===== config.mk =====
export PLATFORM = sky130hd
export DESIGN_NAME = uart_rx_core
export DESIGN_NICKNAME = d
export VERILOG_FILES = /design/src/rtl/uart_pkg.sv /design/src/rtl/uart_sync.sv /design/src/rtl/uart_rx_core.sv
export SDC_FILE = /design/constraint.sdc
export NUM_CORES = 1
export LEC_CHECK = 0
export ABC_AREA = 1
export CAP_MARGIN = 0
export CORE_ASPECT_RATIO = 1.1
export CORE_MARGIN = 3
export CORE_UTILIZATION = 30
export DETAILED_ROUTE_END_ITERATION = 10
export DONT_BUFFER_PORTS = 1
export PLACE_DENSITY_LB_ADDON = 0.15
export SLEW_MARGIN = 20
export SYNTH_ARGS = -nofsm -noshare
export SYNTH_HDL_FRONTEND = slang
export SYNTH_SLANG_ARGS = --single-unit

===== constraint.sdc =====
create_clock -name clk -period 2.8 [get_ports clk]
set_input_delay 0.56 -clock clk [delete_from_list [all_inputs] [get_ports clk]]
set_output_delay 0.56 -clock clk [all_outputs]
set_load 0.005 [all_outputs]

===== src/rtl/uart_pkg.sv =====
// Shared UART definitions: receiver FSM states and the baud divisor helper.
package uart_pkg;

    typedef enum logic [2:0] {HUNT, IDLE, START, DATA, STOP} uart_rx_state_e;

    // Clock cycles per bit, rounded to nearest.
    function automatic int unsigned uart_baud_div(input int unsigned clk_hz,
                                                  input int unsigned baud);
        return (clk_hz + baud / 2) / baud;
    endfunction

endpackage


===== src/rtl/uart_sync.sv =====
// Two-flop synchronizer with a selectable reset value.
module uart_sync #(
    parameter logic RESET_VAL = 1'b1
) (
    input  logic clk,
    input  logic rst_n,
    input  logic d_i,
    output logic q_o
);

    logic meta_q;
    logic sync_q;

    // Two-stage capture of the asynchronous input.
    always_ff @(posedge clk or negedge rst_n) begin
        if (!rst_n) begin
            meta_q <= RESET_VAL;
            sync_q <= RESET_VAL;
        end else begin
            meta_q <= d_i;
            sync_q <= meta_q;
        end
    end

    assign q_o = sync_q;

endmodule


===== src/rtl/uart_rx_core.sv =====
// 8N1 UART receiver with a one-byte valid/ready holding register,
// framing-error and overrun pulses.
module uart_rx_core
    import uart_pkg::*;
#(
    parameter int unsigned CLK_FREQ_HZ = 100_000_000,
    parameter int unsigned BAUD_RATE   = 9600
) (
    input  logic       clk,
    input  logic       rst_n,
    input  logic       rx,
    output logic [7:0] m_data,
    output logic       m_valid,
    input  logic       m_ready,
    output logic       frame_err,
    output logic       overrun
);

    localparam int unsigned DIV  = uart_baud_div(CLK_FREQ_HZ, BAUD_RATE);
    localparam int unsigned HALF = DIV / 2;
    localparam int          CW   = $clog2(DIV);

    localparam logic [CW-1:0] CNT_LAST = CW'(DIV - 1);
    localparam logic [CW-1:0] CNT_MID  = CW'(HALF - 1);

    // Too few cycles per bit leaves no room for a mid-bit sample.
    if (DIV < 16) begin : g_div_check
        $fatal(1, "uart_rx_core: baud divisor below 16");
    end

    logic rx_s;

    uart_sync #(.RESET_VAL(1'b1)) u_rx_sync (
        .clk   (clk),
        .rst_n (rst_n),
        .d_i   (rx),
        .q_o   (rx_s)
    );

    uart_rx_state_e state_q, state_d;
    logic [CW-1:0]  cnt_q, cnt_d;
    logic [2:0]     bit_idx_q, bit_idx_d;
    logic [7:0]     shift_q, shift_d;
    logic [7:0]     m_data_q;
    logic           m_valid_q;
    logic           frame_err_q;
    logic           overrun_q;
    logic           byte_done;
    logic           stop_bad;

    // Receiver state, bit timer and shift register.
    always_ff @(posedge clk or negedge rst_n) begin
        if (!rst_n) begin
            state_q   <= HUNT;
            cnt_q     <= '0;
            bit_idx_q <= '0;
            shift_q   <= '0;
        end else begin
            state_q   <= state_d;
            cnt_q     <= cnt_d;
            bit_idx_q <= bit_idx_d;
            shift_q   <= shift_d;
        end
    end

    // Frame sequencing: start-bit qualification, mid-bit data and stop samples.
    always_comb begin
        state_d   = state_q;
        cnt_d     = cnt_q;
        bit_idx_d = bit_idx_q;
        shift_d   = shift_q;
        byte_done = 1'b0;
        stop_bad  = 1'b0;
        case (state_q)
            HUNT: begin
                // Wait for an idle line so we never lock onto a frame mid-way.
                if (rx_s) state_d = IDLE;
            end
            IDLE: begin
                if (!rx_s) begin
                    cnt_d   = '0;
                    state_d = START;
                end
            end
            START: begin
                cnt_d = cnt_q + 1'b1;
                if (cnt_q == CNT_MID) begin
                    if (!rx_s) begin
                        cnt_d     = '0;
                        bit_idx_d = '0;
                        state_d   = DATA;
                    end else begin
                        state_d = IDLE;  // too short to be a start bit
                    end
                end
            end
            DATA: begin
                cnt_d = cnt_q + 1'b1;
                if (cnt_q == CNT_LAST) begin
                    cnt_d     = '0;
                    shift_d   = {rx_s, shift_q[7:1]};
                    bit_idx_d = bit_idx_q + 3'd1;
                    if (bit_idx_q == 3'd7) state_d = STOP;
                end
            end
            STOP: begin
                cnt_d = cnt_q + 1'b1;
                if (cnt_q == CNT_LAST) begin
                    cnt_d = '0;
                    if (rx_s) begin
                        byte_done = 1'b1;
                        state_d   = IDLE;
                    end else begin
                        stop_bad = 1'b1;
                        state_d  = HUNT;
                    end
                end
            end
            default: state_d = HUNT;
        endcase
    end

    // Holding register: a same-cycle pop makes room for the new byte.
    always_ff @(posedge clk or negedge rst_n) begin
        if (!rst_n) begin
            m_data_q    <= 8'h00;
            m_valid_q   <= 1'b0;
            frame_err_q <= 1'b0;
            overrun_q   <= 1'b0;
        end else begin
            if (byte_done && (!m_valid_q || m_ready)) begin
                m_data_q  <= shift_q;
                m_valid_q <= 1'b1;
            end else if (m_valid_q && m_ready) begin
                m_valid_q <= 1'b0;
            end
            frame_err_q <= stop_bad;
            overrun_q   <= byte_done && m_valid_q && !m_ready;
        end
    end

    assign m_data    = m_data_q;
    assign m_valid   = m_valid_q;
    assign frame_err = frame_err_q;
    assign overrun   = overrun_q;

endmodule


==> results.tsv <==
metric	value	unit
slew_viol_final	0	
synth_nets	326	
r2r_slack	0.73	ns
viasPerCell	4.72	
place.gp.congestion	0.869	
antenna_left	0	
cts_sinks	41	
dieWidth	91.7	um
power_density	684	mW/mm2
port_buffers	0	
synth_flop_cell	dfrtp_1	
syn_area_per_cell	7.61	um2
yosysTopAreaCellShare	40.3	%
r2r_cells	10	
multiInputGateArea	0.00118	mm2
diodes	0	
firstDrtPassIters	5	
dr_total_vias	2003	
clockRootBuffer	clkbuf_8	
fin_area	0.00260	mm2
yosysMostFrequentCell	nand2_1	
synthArstFlopShare	100	%
drt_wl_total	5640	um
netlist_instances	318	
first_iter_violations	97	
fin_crit_sh	74.0	%
cts_buffers	5	
arrival	2.33	ns
critPathKind	reg2reg	
die_y	100	um
grt_pass1_vias	2078	
instances_no_fill	424	
fmax	482	MHz
ios	15	
synth_area	0.00242	mm2
area_delta_synth_final	7.55	%
ys_ff_latch	41	
synth_enable_flop_cells	0	
cp_max_fo	13	
worstPathRequired	3.05	ns
grt_max_degree	40	
relSlewSlack	51.4	%
ys.warnings.count	0	
die_area	0.00919	mm2
cts-htree-levels	2	
nNetsFinal	326	
synth_common_cells	94 x nand2_1, 42 x nand3_1, 39 x dfrtp_1	
fin_worst_skew	0.00467	ns
rsz0062_at_grt	false	
dp.cells	415	
tns	0	ns
worst_setup_path_start_kind	register	
cp-end-kind	register	
regToRegEndpoint	m_data[4]	
nFillCells	816	
ys_seq_area_share	42.5	%
core_area	0.00764	mm2
drc_errors	0	
tightest_slew	0.727	ns
ir_drop	0.476	mV
num_rows	33	
grtUsageTotal	13.3	%
overflow	0	
finalHoldViolCount	0	
final.min_clock_period	2.07	ns
cts_tree	yes	
ys_types	26	
cts.clk_slew.worst_paths	0.09	ns
final_layout_size_suffix_gt1_share	13.8	%
antenna_found_initial	0	
wl_per_cell	13.3	um
timing.hold.ws	0.0805	ns
p_leak	1.31	nW
cts_setup_buffers	0	
ys_top_cells_by_area	dfrtp_1 40%, nand2_1 15%, nand3_1 8.7%	
regArea	0.00103	mm2
setup_violations	0	
grt_first_pass_wirelength	9790	um
holdCritPathClass	in2async	
clock_latency	0.31	ns
clock_path_buffers	2	
place_area	0.00249	mm2
dpl.hpwl	3950	um
reg2reg_from	cnt_q[0]	
initial_utilization	31.7	%
status	finished clean	
maxCapViolCount	0	
yosys.area.top_type	dfrtp_1	
worst max-delay path by stage:
stage | from | cells after the start | endpoint | slack (ns)
CTS | cnt_q[0] | 10 | m_data[0] | 0.72
global route | cnt_q[8] | 9 | m_data[4] | 0.42
detailed placement | cnt_q[0] | 10 | m_data[4] | 0.74
global placement | cnt_q[0] | 10 | m_data[4] | 0.75
floorplan | cnt_q[0] | 10 | state_q[0] | 1.35
finish | cnt_q[0] | 10 | m_data[4] | 0.73
worst max-delay path, stage by stage (launching register included):
cell	delay [ns]
dfrtp_1	0.44
inv_1	0.11
ha_1	0.18
nand2_1	0.07
nor2_1	0.10
nand2_1	0.31
inv_2	0.23
nand4_4	0.23
inv_1	0.21
nand2_1	0.07
nand2_1	0.06
state kept, by name, summed over array words and instances (netlist names), 3 cells and up:
register   count
cnt_q         14
m_data         8
shift_q        8
bit_idx_q      3
state_q        3
area by class of cell:
type / count / area share [%]
well taps: 105 / 5.05
clock buffers: 5 / 2.64
clock inverters: 3 / 0.961
repair buffers: 2 / 1.06
flip-flops and latches: 41 / 39.5
multi-input cells: 230 / 45.3
inverters: 38 / 5.48
stage by stage:
step / total power, mW / utilization, % / worst slack, ns
finish: 1.78 / 34.1 / 0.727
global route: 1.92 / 34.1 / 0.422
CTS: 1.81 / 34.1 / 0.717
detailed placement: 1.36 / 32.6 / 0.740
global placement: 1.36 / 32.6 / 0.747
floorplan: 1.24 / - / 1.35
routing by layer:
layer	share of wire, %	track usage (%)	up-vias
li1	-	-	1021
met1	49	17.1	937
met2	45	21.8	37
met3	4.3	3.22	8
met4	1.2	4.87	0
met5	0	0	-
repair_timing:
item,CTS,global route
hold endpoints to repair,39,0
hold buffers,1,0
resized for setup,0,0
layout by cell type, fill, tap and decap left out:
cell and n:
a21o_1 1, buf_12 1, buf_4 1, clkbuf_8 5, clkinv_1 1, clkinv_4 1, clkinvlp_4 1, dfrtp_1 39
dfstp_2 2, ha_1 4, inv_1 33, inv_2 4, inv_6 1, nand2_1 94, nand2_2 11, nand2_4 1
nand3_1 42, nand3_2 8, nand4_1 9, nand4_4 1, nor2_1 31, nor2_2 1, nor3_1 3, nor3_4 2
o211ai_1 4, o21ai_0 5, o21ai_1 4, o21ai_2 3, or2_2 1, xor2_1 5
where the power goes:
| part | switching (mW) | internal, mW |
|---|---|---|
| logic | 0.426 | 0.196 |
| registers | 0.0813 | 0.646 |
| clock network | 0.252 | 0.181 |
| total | 0.759 | 1.02 |
cell families (layout without fill, tap and decap cells):
group / Yosys count / in the layout / synth area share (%)
simple gates: 204 / 204 / 40.4
buf+inv: 47 / 48 / 8.78
flops: 41 / 41 / 42.5
compound gates: 17 / 17 / 4.50
xor+xnor: 5 / 5 / 1.81
fa+ha+maj: 4 / 4 / 2.07
(Power assumes the default switching activity.)
